**src/rtl/univ_register.sv**
```systemverilog
// Universal register: load, shift, rotate, increment/decrement, with carry/borrow and zero flags.
// Optional shadow register (save/restore/swap) compiled in by defining UNIV_REGISTER_SHADOW_EN.
module univ_register #(
  parameter int unsigned         WIDTH     = 8,
  parameter logic [WIDTH-1:0]    RESET_VAL = '0
) (
  input  logic             clk_i,
  input  logic             rst_ni,
  input  logic             clr_i,
  input  logic [2:0]       op_i,
  input  logic [WIDTH-1:0] data_i,
  input  logic             ser_i,
  input  logic             save_i,
  input  logic             restore_i,
  output logic [WIDTH-1:0] out_o,
  output logic             carry_o,
  output logic             zero_o,
  output logic [WIDTH-1:0] shadow_o
);

  localparam logic [2:0] OP_HOLD = 3'b000;
  localparam logic [2:0] OP_LOAD = 3'b001;
  localparam logic [2:0] OP_SHL  = 3'b010;
  localparam logic [2:0] OP_SHR  = 3'b011;
  localparam logic [2:0] OP_ROL  = 3'b100;
  localparam logic [2:0] OP_ROR  = 3'b101;
  localparam logic [2:0] OP_INC  = 3'b110;
  localparam logic [2:0] OP_DEC  = 3'b111;

  logic [WIDTH-1:0] out_q, out_d;
  logic             carry_q, carry_d;
  logic [WIDTH-1:0] op_res;
  logic             op_carry;

  // Result of the selected operation on the current main register value
  always_comb begin
    op_res   = out_q;
    op_carry = carry_q;
    unique case (op_i)
      OP_HOLD: begin
        op_res   = out_q;
        op_carry = carry_q;
      end
      OP_LOAD: begin
        op_res   = data_i;
        op_carry = 1'b0;
      end
      OP_SHL: begin
        op_res   = {out_q[WIDTH-2:0], ser_i};
        op_carry = out_q[WIDTH-1];
      end
      OP_SHR: begin
        op_res   = {ser_i, out_q[WIDTH-1:1]};
        op_carry = out_q[0];
      end
      OP_ROL: begin
        op_res   = {out_q[WIDTH-2:0], out_q[WIDTH-1]};
        op_carry = out_q[WIDTH-1];
      end
      OP_ROR: begin
        op_res   = {out_q[0], out_q[WIDTH-1:1]};
        op_carry = out_q[0];
      end
      OP_INC: begin
        op_res   = out_q + WIDTH'(1);
        op_carry = &out_q;
      end
      OP_DEC: begin
        op_res   = out_q - WIDTH'(1);
        op_carry = ~|out_q;
      end
      default: begin
        op_res   = out_q;
        op_carry = carry_q;
      end
    endcase
  end

`ifdef UNIV_REGISTER_SHADOW_EN
  logic [WIDTH-1:0] shadow_q, shadow_d;

  // Priority clr > restore > op; save copies the pre-edge value, so save+restore swaps
  always_comb begin
    out_d    = op_res;
    carry_d  = op_carry;
    shadow_d = shadow_q;
    if (save_i) begin
      shadow_d = out_q;
    end
    if (clr_i) begin
      out_d   = '0;
      carry_d = 1'b0;
    end else if (restore_i) begin
      out_d   = shadow_q;
      carry_d = 1'b0;
    end
  end

  always_ff @(posedge clk_i) begin
    if (!rst_ni) begin
      shadow_q <= '0;
    end else begin
      shadow_q <= shadow_d;
    end
  end

  assign shadow_o = shadow_q;
`else
  logic unused_shadow_ctrl;

  always_comb begin
    out_d   = op_res;
    carry_d = op_carry;
    if (clr_i) begin
      out_d   = '0;
      carry_d = 1'b0;
    end
  end

  assign unused_shadow_ctrl = save_i ^ restore_i;
  assign shadow_o           = '0;
`endif

  always_ff @(posedge clk_i) begin
    if (!rst_ni) begin
      out_q   <= RESET_VAL;
      carry_q <= 1'b0;
    end else begin
      out_q   <= out_d;
      carry_q <= carry_d;
    end
  end

  assign out_o   = out_q;
  assign carry_o = carry_q;
  assign zero_o  = (out_q == '0);

endmodule

```
**config.mk**
```make
export PLATFORM = sky130hd
export DESIGN_NAME = univ_register
export DESIGN_NICKNAME = d
export VERILOG_FILES = /design/src/rtl/univ_register.sv
export SDC_FILE = /design/constraint.sdc
export NUM_CORES = 1
export LEC_CHECK = 0
export ABC_CLOCK_PERIOD_IN_PS = 2500
export CAP_MARGIN = 40
export CORE_MARGIN = 5
export CORE_UTILIZATION = 35
export CTS_CLUSTER_DIAMETER = 200
export DETAILED_ROUTE_END_ITERATION = 10
export MAX_ROUTING_LAYER = met4
export SETUP_SLACK_MARGIN = 0.15
export SLEW_MARGIN = 20
export SYNTH_ARGS = -nofsm -noshare
export SYNTH_HDL_FRONTEND = slang
export SYNTH_SLANG_ARGS = --single-unit
```
**constraint.sdc**
```tcl
create_clock -name clk_i -period 2.5 [get_ports clk_i]
set_input_delay 0.5 -clock clk_i [delete_from_list [all_inputs] [get_ports clk_i]]
set_output_delay 0.5 -clock clk_i [all_outputs]
set_load 0.02 [all_outputs]
```
==> results of run 1 <==
-- power by group --
part           switching, W  internal (W)  total, W  leakage [nW]
Clock             0.0000623     0.0000618  0.000124        0.0150
Combinational      0.000123     0.0000979  0.000221         0.454
Sequential       0.00000399      0.000150  0.000154        0.0736
Total              0.000189      0.000310  0.000500         0.543
-- worst max path at each step --
stage | startpoint | endpoint
after floorplan | out_o[3] | zero_o
after global placement | op_i[2] | out_o[6]
after detailed placement | op_i[2] | out_o[6]
after CTS | out_o[4] | zero_o
after global routing | out_o[4] | zero_o
final | op_i[2] | out_o[6]
-- stage by stage --
step	instances	area [um2]	setup slack, ps	power, W	setup TNS, ps
final	220	1390	277	0.000500	0
after floorplan	154	1120	504	0.000311	0
after global placement	216	1370	-10.5	0.000377	-10.5
after CTS	220	1400	164	0.000505	0
after global routing	220	1390	161	0.000535	0
after detailed placement	216	1370	-24.9	0.000380	-24.9
-- state kept, by name, summed over array words and instances (netlist names) --
register	count
carry_o	1
out_o	8
-- cell usage in the layout (no fill, tap or decap), types with 3 or more instances in the layout --
master                            synthesis  routed
sky130_fd_sc_hd__clkbuf_4                 0       3
sky130_fd_sc_hd__o21ai_0                  9       9
sky130_fd_sc_hd__nand3_1                  3       3
sky130_fd_sc_hd__buf_4                   10      14
sky130_fd_sc_hd__a211oi_1                 4       4
sky130_fd_sc_hd__nor3_1                   5       5
sky130_fd_sc_hd__clkdlybuf4s50_1          0      23
sky130_fd_sc_hd__a21oi_1                 12      12
sky130_fd_sc_hd__xor2_1                   3       3
sky130_fd_sc_hd__dfxtp_1                  9       9
sky130_fd_sc_hd__nand2_1                 17      17
sky130_fd_sc_hd__conb_1                   1       8
sky130_fd_sc_hd__inv_1                    4       4
sky130_fd_sc_hd__xnor2_1                  4       4
sky130_fd_sc_hd__nor2_1                   9       9
sky130_fd_sc_hd__a31oi_1                  6       6
sky130_fd_sc_hd__mux2i_1                  4       4
sky130_fd_sc_hd__nor2b_1                  6       6
-- synthesized netlist by cell type, drive strengths merged, types with 3 or more instances --
library cell | n | share of area [%]
a211oi | 4 | 2.8
nor2b | 6 | 3.4
nand3 | 4 | 3.0
nor3 | 5 | 2.3
nor4 | 3 | 2.9
a31oi | 6 | 3.4
mux2i | 4 | 3.7
dfxtp | 9 | 17
xor2 | 3 | 2.4
xnor2 | 4 | 3.2
nand2 | 17 | 5.9
clkbuf | 3 | 2.0
buf | 17 | 12
inv | 4 | 1.4
a21oi | 12 | 5.5
o21ai | 11 | 5.1
nor2 | 9 | 3.1
-- critical path, cell delays in order --
cell and delay, ps:
sky130_fd_sc_hd__clkdlybuf4s50_1 520, sky130_fd_sc_hd__nand3_4 90, sky130_fd_sc_hd__xnor2_1 130, sky130_fd_sc_hd__ha_1 190
sky130_fd_sc_hd__or4_4 430, sky130_fd_sc_hd__nor4_2 170, sky130_fd_sc_hd__o21ai_0 130, sky130_fd_sc_hd__a31oi_1 170
sky130_fd_sc_hd__nor2_1 60
-- layer usage --
metal  vias to the layer above  track usage [%]  wire length, um
met5                         -                -                0
met4                         0             5.70               53
met3                         6             4.08              177
met2                        34             26.8             1620
met1                       566             21.7             1540
li1                        584                -                -
-- final cells by class --
cell class,instances,share of cell area (%)
Sequential cell,9,13.0
Inverter,4,1.08
Multi-Input combinational cell,121,55.6
Clock buffer,4,1.89
Tap cell,44,3.96
Timing Repair Buffer,38,24.5
-- timing repair --
item                                    in CTS  in global routing
resized for setup                            2                  2
hold endpoints to repair                     0                  0
cloned                                       0                  0
endpoints found under the setup margin       1                  1
-- kinds of logic after synthesis --
logic type                 Yosys count
DFF                                  9
buffers and inverters               24
xor gates and xnor gates             7
and+or+nand+nor                     56
AOI/OAI and AO/OA                   43
other                                1
muxes                                6
adders and majority gates            1
==> flow_summary.yaml, run 1 <==
cts:
  cts_root_buf: "sky130_fd_sc_hd__clkbuf_4"
  cts_tree: "built"
  clock_tree.buffer_depth: 2
  ctsHoldBuffers: 0
  htreeDepth: 1
  post_cts.repair.setup_buffers: 0
  clock_latency_reported_for_the_late_side_of_the_worst_skew_pair_ps: 270
  clkSlewWorstSetupHoldPaths_ps: 70
  tritoncts.num_buffers: 3
  clock_sink_count: 9
sta:
  period_needed_ps: 2220
  timing_worst_slew_pin_value_ps: 503
  final-max-slew-violation-count: 0
  finalHoldWorstSlack_ps: 586
  period_share_pct: 88.9
  setup_viol: 0
  grt_setup_unrepaired: "no"
  timing.fmax_mhz: 450
  hold_viol: 0
  final_clock_skew_ps: 4.24
  slew-limit-headroom_pct: 66.4
hold_path:
  worst_hold_startpoint: "carry_o"
  hold_path_end: "carry_o"
  timing.hold.worst.class: "reg2reg"
  worstHoldPathCells: 2
logic_synthesis:
  netlist_area_um2: 1090
  yosys_warnings: 0
  number_of_enable_type_register_cells_in_the_synthesized_netlist: 0
  postSynthAreaPerCell_um2: 7.41
  register_bit_count_reported_by_yosys: 9
  postSynth.asyncResetShare_pct: 0
  largest_family_of_logic_cells_by_synthesized_area: "simple AND/OR/NAND/NOR gates"
  post_synth_mux_area_share_pct: 7.81
  synth-adder-area-share_pct: 1.15
  synthCells: 147
  synth_xor_xnor_area_share_pct: 5.63
  synth-compound-area-share_pct: 25.0
  synth_simple_gate_area_share_pct: 28.6
  yosys_most_used_dff: "sky130_fd_sc_hd__dfxtp_1"
  yosysUniqueCellTypes: 44
  synth_sequential_area_ratio_pct: 16.5
global_route:
  maximum_number_of_pins_on_one_net_before_global_route_repair: 32
  grt_pass1_vias: 1128
  initial_antenna_violation_count: 0
  grt_overflow_total: 0
  gr-usage-all-layers_pct: 17.1
  grt_first_pass_wirelength_um: 5530
route:
  drc: 0
  route.final.wire_length_um: 3390
  route.detailed.wl_per_inst_um: 15.4
  viasPerCell: 5.41
  drtPass1Iterations: 4
  initialDrtViolationCount: 87
  vias: 1190
  route.antenna.remaining_nets: 0
setup_path:
  worst_ep_arrival_time_ps: 2390
  worst_setup_path_start_kind: "primary input"
  cp_max_fo: 2
  critPathKind: "in2reg"
  rr_startpoint: "out_o[1]"
  crit_required_ps: 2670
  setup.reg_to_reg.worst_slack_ps: 650
  setup.worst_path.end_class: "flip-flop"
  r2r_cells: 8
  worstReg2RegEnd: "out_o[6]"
pwr:
  power.leakage_nw: 0.543
  powerDensity_nw_per_um2: 359
  max-vdd-ir-drop_v: 0.000189
floorplan:
  die_x_um: 65.8
  top_level_ports: 35
  num_rows: 20
  starting_density_pct: 36.0
  die_y_um: 65.8
  core_um2: 3030
  dieArea_um2: 4330
final_layout:
  fin_nets: 195
  antenna_cells: 0
  flow.area_growth_from_synthesis_pct: 27.6
  final.fill_count: 320
  drive_above_1_share_pct: 15.3
  area_of_combinational_cells_with_multiple_inputs_um2: 773
  seq_area_um2: 180
  postLayoutCoreUtil_pct: 45.9
place:
  dp.final_hpwl_um: 2480
  place.gp.congestion: 0.957
  io_buffer_count: 24
job:
  max_cap_violations: 0
outcome:
  status: "completed"
(Power assumes the default switching activity.)
==> inputs of run 2 (changes only) <==
Settings changed: CAP_MARGIN 40 to unset, CTS_BUF_LIST set to sky130_fd_sc_hd__clkbuf_4 sky130_fd_sc_hd__clkbuf_8.
==> flow_summary.yaml, run 2 (synthesized netlist as in run 1, its figures left out) <==
outcome:
  status: "completed"
cts:
  clkSlewWorstSetupHoldPaths_ps: 70
  cts_root_buf: "sky130_fd_sc_hd__clkbuf_4"
  htreeDepth: 1
  ctsHoldBuffers: 0
  clock_tree.buffer_depth: 2
  tritoncts.num_buffers: 3
  clock_sink_count: 9
  cts_tree: "built"
  clock_latency_reported_for_the_late_side_of_the_worst_skew_pair_ps: 270
final_layout:
  flow.area_growth_from_synthesis_pct: 27.9
  antenna_cells: 0
  flip_flop_count_of_the_largest_register_all_copies_and_words_added: 8
  layout.cells.most_common: "sky130_fd_sc_hd__clkdlybuf4s50_1"
  drive_above_1_share_pct: 15.9
  layout.cells.most_common_list: "sky130_fd_sc_hd__clkdlybuf4s50_1 (23), sky130_fd_sc_hd__nand2_1 (17), sky130_fd_sc_hd__buf_4 (14)"
  fin_nets: 195
setup_path:
  cp_max_fo: 2
  setup.worst_path.start: "op_i[2]"
  rr_startpoint: "out_o[1]"
  worstReg2RegEnd: "out_o[6]"
  r2r_cells: 8
  worst_setup_path_start_kind: "primary input"
  setup.reg_to_reg.worst_slack_ps: 650
  setup.worst_path.end_class: "flip-flop"
  worst_ep_arrival_time_ps: 2390
  critical_path.endpoint: "out_o[6]"
  critPathKind: "in2reg"
  crit_required_ps: 2670
place:
  place.gp.congestion: 0.957
  io_buffer_count: 24
  dp.final_hpwl_um: 2480
route:
  route.detailed.wl_per_inst_um: 15.3
  vias: 1186
  route.antenna.remaining_nets: 0
  drc: 0
  drtPass1Iterations: 4
  initialDrtViolationCount: 87
  route.final.wire_length_um: 3370
  viasPerCell: 5.39
global_route:
  gr-usage-all-layers_pct: 17.1
  grtUsageMet3_pct: 4.08
  initial_antenna_violation_count: 0
  maximum_number_of_pins_on_one_net_before_global_route_repair: 32
  grt_overflow_total: 0
  grt_first_pass_wirelength_um: 5530
  grt_util_met1_pct: 21.7
  grt_pass1_vias: 1128
  met2_usage_pct: 26.8
  globalRoute.busiestLayer: "met2"
pwr:
  switchingPower_w: 0.000191
  power.share.clock_pct: 26.7
  p_int_w: 0.000321
  seq_power_share_pct: 30.2
  powerDensity_nw_per_um2: 367
  comb_power_share_pct: 43.2
  max-vdd-ir-drop_v: 0.000177
  swShare_pct: 37.3
  power.leakage_nw: 0.546
sta:
  final-max-slew-violation-count: 0
  finalHoldWorstSlack_ps: 590
  grt_setup_unrepaired: "no"
  timing_worst_slew_pin_value_ps: 500
  period_needed_ps: 2220
  hold_viol: 0
  period_share_pct: 88.9
  setup_tns_ps: 0
  slew-limit-headroom_pct: 66.5
  timing.fmax_mhz: 450
  final_clock_skew_ps: 2.13
  setup_viol: 0
job:
  max_cap_violations: 0
floorplan:
  die_x_um: 65.8
  core_um2: 3030
  num_rows: 20
  dieArea_um2: 4330
  top_level_ports: 35
  die_y_um: 65.8
  starting_density_pct: 36.0
hold_path:
  timing.hold.worst.class: "reg2reg"
[run 2: cell count changes in the layout (fill, tap and decap cells not counted)]
cell and delta:
sky130_fd_sc_hd__clkbuf_4 +1, sky130_fd_sc_hd__clkbuf_1 -1
[run 2: final cells by class]
| class | count | area (um2) |
|---|---|---|
| clock buffers | 4 | 30.0 |
| repair buffers | 38 | 340 |
| well taps | 44 | 55.1 |
| fillers | 318 | 1630 |
| inverters | 4 | 15.0 |
| multi-input cells | 121 | 773 |
| flip-flops and latches | 9 | 180 |
[run 2: timing repair]
| item | in CTS | in global routing |
|---|---|---|
| resized for setup | 2 | 2 |
| pin swaps | 0 | 0 |
| endpoints found under the setup margin | 1 | 1 |
| buffers inserted | 0 | 0 |
[run 2: worst min path at each step]
| stage | from | to | slack (ps) | cells after the start |
|---|---|---|---|---|
| 2_1_floorplan | carry_o | carry_o | 630 | 2 |
| 3_3_place_gp | carry_o | carry_o | 570 | 2 |
| 3_5_place_dp | carry_o | carry_o | 560 | 2 |
| 4_1_cts | carry_o | carry_o | 580 | 2 |
| 5_1_grt | carry_o | carry_o | 620 | 2 |
| 6_report | carry_o | carry_o | 590 | 2 |
[run 2: stage by stage]
step | area, um2 | setup slack [ps] | power [W] | util [%] | cells
floorplan | 1120 | 504 | 0.000311 | - | 154
global route | 1390 | 161 | 0.000545 | 46.0 | 220
detailed placement | 1370 | -24.9 | 0.000380 | 45.2 | 216
CTS | 1400 | 164 | 0.000516 | 46.2 | 220
finish | 1390 | 277 | 0.000512 | 46.0 | 220
global placement | 1370 | -10.5 | 0.000377 | 45.2 | 216
[run 2: per-layer routing]
| metal | up-vias | share of wire (%) |
|---|---|---|
| met5 | - | 0 |
| met4 | 0 | 1.6 |
| met3 | 6 | 4.9 |
| met2 | 35 | 48 |
| met1 | 564 | 46 |
| li1 | 581 | - |
[run 2: power by group through the flow]
stage	registers, W	clock network (W)	logic, W
detailed placement	0.000158	0	0.000223
finish	0.000154	0.000136	0.000221
global placement	0.000158	0	0.000219
global route	0.000155	0.000148	0.000242
floorplan	0.000169	0	0.000142
CTS	0.000154	0.000139	0.000222
[run 2: worst max-delay path, cell delays in order]
cell                              delay, ps
sky130_fd_sc_hd__clkdlybuf4s50_1        520
sky130_fd_sc_hd__nand3_4                 90
sky130_fd_sc_hd__xnor2_1                130
sky130_fd_sc_hd__ha_1                   190
sky130_fd_sc_hd__or4_4                  430
sky130_fd_sc_hd__nor4_2                 180
sky130_fd_sc_hd__o21ai_0                120
sky130_fd_sc_hd__a31oi_1                170
sky130_fd_sc_hd__nor2_1                  60
==> inputs of run 3 (changes only) <==
Settings changed: RECOVER_POWER set to 100.
==> flow_summary.yaml, run 3 (synthesized netlist as in run 1, its figures left out) <==
final_layout:
  instances_no_fill: 220
  stdcell_area_um2: 1390
  fin_nets: 195
  postLayoutCoreUtil_pct: 45.8
  flow.area_growth_from_synthesis_pct: 27.3
  flip_flop_count_of_the_largest_register_all_copies_and_words_added: 8
  layout.cells.most_common: "sky130_fd_sc_hd__nand2_1"
  drive_above_1_share_pct: 14.8
  layout.cells.most_common_list: "sky130_fd_sc_hd__nand2_1 (17), sky130_fd_sc_hd__clkdlybuf4s50_1 (13), sky130_fd_sc_hd__a21oi_1 (12), sky130_fd_sc_hd__buf_4 (12), sky130_fd_sc_hd__dlygate4sd3_1 (10)"
  antenna_cells: 0
sta:
  grt_setup_unrepaired: "no"
  timing.fmax_mhz: 438
  final-max-slew-violation-count: 0
  setup_viol: 0
  period_share_pct: 91.4
  period_needed_ps: 2290
  timing_worst_slew_pin_value_ps: 498
  slew-limit-headroom_pct: 66.6
  final_clock_skew_ps: 1.71
  hold_viol: 0
floorplan:
  starting_density_pct: 36.0
  dieArea_um2: 4330
  core_um2: 3030
  die_y_um: 65.8
  die_x_um: 65.8
  num_rows: 20
  top_level_ports: 35
pwr:
  powerDensity_nw_per_um2: 365
  max-vdd-ir-drop_v: 0.000176
  power.leakage_nw: 0.567
job:
  max_cap_violations: 0
route:
  drtPass1Iterations: 4
  viasPerCell: 5.36
  route.antenna.remaining_nets: 0
  route.final.wire_length_um: 3330
  route.detailed.wl_per_inst_um: 15.2
  drc: 0
  initialDrtViolationCount: 79
  vias: 1179
cts:
  clock_sink_count: 9
  cts_root_buf: "sky130_fd_sc_hd__clkbuf_4"
  clock_latency_reported_for_the_late_side_of_the_worst_skew_pair_ps: 270
  htreeDepth: 1
  cts_tree: "built"
  ctsHoldBuffers: 0
  clock_tree.buffer_depth: 2
  clkSlewWorstSetupHoldPaths_ps: 70
  tritoncts.num_buffers: 3
global_route:
  grt_pass1_vias: 1128
  grt_overflow_total: 0
  gr-usage-all-layers_pct: 17.1
  grt_first_pass_wirelength_um: 5530
  initial_antenna_violation_count: 0
  maximum_number_of_pins_on_one_net_before_global_route_repair: 32
place:
  place_area_um2: 1370
  dp.final_hpwl_um: 2480
  placed_cells: 216
  io_buffer_count: 24
  place.gp.congestion: 0.957
hold_path:
  timing.hold.worst.class: "reg2reg"
outcome:
  status: "completed"
setup_path:
  crit_required_ps: 2670
  setup.worst_path.end_class: "flip-flop"
  worst_ep_arrival_time_ps: 2450
  critPathKind: "in2reg"
  worst_setup_path_start_kind: "primary input"
  cp_max_fo: 2
==> run 3: layout make-up <==
class | instances | area, um2
Timing Repair Buffer | 38 | 334
Multi-Input combinational cell | 121 | 773
Fill cell | 317 | 1640
Sequential cell | 9 | 180
Inverter | 4 | 15.0
Clock buffer | 4 | 30.0
Tap cell | 44 | 55.1
==> run 3: routing by layer <==
layer | share of wire, % | global-route usage (%) | up-vias
li1 | - | - | 582
met2 | 49 | 26.8 | 37
met3 | 4.9 | 4.08 | 6
met4 | 1.6 | 5.70 | 0
met1 | 45 | 21.7 | 554
met5 | 0 | - | -
==> run 3: critical path, stage by stage <==
cell and delay, ps:
sky130_fd_sc_hd__dlygate4sd3_1 590, sky130_fd_sc_hd__nand3_4 90, sky130_fd_sc_hd__xnor2_1 130, sky130_fd_sc_hd__ha_1 190
sky130_fd_sc_hd__or4_4 430, sky130_fd_sc_hd__nor4_2 170, sky130_fd_sc_hd__o21ai_0 120, sky130_fd_sc_hd__a31oi_1 170
sky130_fd_sc_hd__nor2_1 60
==> run 3: worst paths after layout <==
path	from	end	slack (ps)	cells after the start
max	op_i[0]	out_o[6]	210	9
min	carry_o	carry_o	580	2
max reg2reg	out_o[1]	out_o[6]	650	8
min reg2reg	carry_o	carry_o	580	2
==> run 3: through the flow <==
stage | setup WS, ps | total power [W] | setup TNS, ps | hold slack [ps]
2_1_floorplan | 504 | 0.000311 | 0 | 625
6_report | 215 | 0.000506 | 0 | 577
5_1_grt | 105 | 0.000541 | 0 | 614
3_3_place_gp | -10.5 | 0.000377 | -10.5 | 570
4_1_cts | 164 | 0.000516 | 0 | 577
3_5_place_dp | -24.9 | 0.000380 | -24.9 | 563
==> run 3: what timing repair did <==
item / in CTS / in global routing
resized for setup: 2 / 2
buffers inserted: 0 / 0
setup endpoints to repair: 1 / 1
==> run 3: where the power goes <==
group | switching [W] | total (W) | internal, W
sequential | 0.00000385 | 0.000154 | 0.000150
clock | 0.0000630 | 0.000136 | 0.0000727
combinational | 0.000122 | 0.000216 | 0.0000939
total | 0.000189 | 0.000506 | 0.000317
==> RTL change: new RTL, config.mk and constraints of run 1 <==
The parameter `WIDTH` goes from 8 to 12.
--- a/src/rtl/univ_register.sv
+++ b/src/rtl/univ_register.sv
@@ -2,5 +2,5 @@
 // Optional shadow register (save/restore/swap) compiled in by defining UNIV_REGISTER_SHADOW_EN.
 module univ_register #(
-  parameter int unsigned         WIDTH     = 8,
+  parameter int unsigned         WIDTH     = 12,
   parameter logic [WIDTH-1:0]    RESET_VAL = '0
 ) (
Ports: changed (resized data_i, out_o and shadow_o); port bits go from 35 to 47. No check against the original RTL was run, so the function may have changed too.
==> RTL change against run 1 <==
- sequential share of layout area about the same
- global-route usage down 0.40 points
- wire length up 43%
- sequential power rose by 47%
- final cell count up 38%
- die area is 36% higher
- worst hold slack better by 0.057 ns
- synthesized area is 42% higher
- design area increased by 44%
- sequential cell count rose by 4
- worst setup slack lost 0.028 ns
- total power grew 52%
- highest routed layer unchanged
==> RTL change: results (changes against run 1) <==
Outcome -> complete, no violations
Seq/Total Area, Yosys -> 16.8% (+0.23 points)
DR iter-0 viols -> 114 (+31%)
RePlAce Congestion -> 0.922 (-3.7%)
Root Buffer -> clkbuf_8
Dpl cells -> 300 (+39%)
Adder and majority gate portion of the synthesized area -> 1.61% (+0.46 points)
Post-synthesis compound-gate area fraction -> 32.5% (+7.4 points)
Arr. time, crit path -> 2.41 ns (+0.02 ns)
Lkg Pwr -> 0.783 nW (+44%)
Crit path max fanout -> 6 (+4)
Netlist cell types -> 55 (+25%)
Metal3 WL -> 371 um (+110%)
Metal2 WL -> 2250 um (+39%)
First-pass GRT wire length -> 7910 um (+43%)
Slew headroom -> 63.9% (-2.5 points)
Hold path depth -> 4 (+2)
Vias in the first global route -> 1573 (+39%)
PortBufs -> 32 (+33%)
Mux contribution to synthesized area -> 3.30% (-4.5 points)
Via count -> 1695 (+42%)
Clk_skew -> 0.00331 ns (-0.000927 ns)
Post-Syn Area per Cell -> 7.16 um^2 (-3.5%)
Top post-synthesis cells by area -> dfxtp_1, a21oi_1, buf_4, xnor2_1, nor2b_1
GRT Resource Usage Total -> 16.8% (-0.40 points)
WL met1 -> 2210 um (+44%)
Max VDD drop -> 0.000181 V (-4.1%)
Synth Area in XOR/XNOR -> 5.64% (+0.015 points)
Routed length per instance -> 16.0 um (+3.7%)
Dpl hpwl -> 3650 um (+47%)
## RTL change: cell families (layout without fill, tap and decap cells)
| family | count (synthesis) | after routing |
|---|---|---|
| flops | 13 | 13 |
| mux | 5 | 5 |
| fa+ha+maj | 2 | 2 |
| compound gates | 74 | 74 |
| other cells | 1 | 12 |
| xor+xnor | 10 | 10 |
| simple gates | 73 | 73 |
| buf+inv | 39 | 63 |
## RTL change: final cells by class
class                   count  area [um^2]
fillers                   468         2320
multi-input cells         176         1120
repair buffers             56          499
flip-flops and latches     13          260
well taps                  52         65.1
clock buffers               4         45.0
inverters                   3         11.3
## RTL change: worst max-delay path, cell delays in order
cell and delay [ns]:
clkdlybuf4s50_1 0.53, nand3_2 0.10, xnor2_1 0.13, ha_1 0.25, nor3_1 0.23, a21oi_2 0.09
o21ai_2 0.14, xnor2_1 0.10, a2111oi_2 0.33
## RTL change: layer usage
metal / GRT usage (%) / vias up
met5: - / -
met4: 3.50 / 0
li1: - / 848
met3: 3.78 / 3
met2: 26.5 / 58
met1: 21.8 / 786
## RTL change: worst paths after layout
path                                               to                   from  slack (ns)
worst max register to register  out_o[8]$_SDFFE_PP0P_  out_o[1]$_SDFFE_PP0P_        0.63
worst min-delay path             carry_o$_SDFFE_PP0P_   carry_o$_SDFFE_PP0P_        0.64
worst max-delay path            out_o[8]$_SDFFE_PP0P_                op_i[0]        0.25
worst min register to register   carry_o$_SDFFE_PP0P_   carry_o$_SDFFE_PP0P_        0.64
## RTL change: where the power goes
part / internal [mW] / total [mW] / switching (mW)
Clock: 0.113 / 0.209 / 0.0961
Combinational: 0.142 / 0.322 / 0.181
Sequential: 0.218 / 0.226 / 0.00842
## RTL change: through the flow
step	total power, mW	area [um^2]	utilization (%)	worst slack (ns)
after CTS	0.760	2010	46.4	0.229
after global placement	0.552	1960	45.2	-0.00301
after detailed placement	0.553	1960	45.2	-0.0277
after global routing	0.797	2010	46.4	0.113
final	0.758	2010	46.4	0.249
after floorplan	0.447	1590	-	0.289
## RTL change: repair_timing
| action | CTS | global route |
|---|---|---|
| resized for setup | 2 | 0 |
| pin swaps | 0 | 0 |
| endpoints found under the setup margin | 1 | 2 |
| hold endpoints to repair | 0 | 0 |
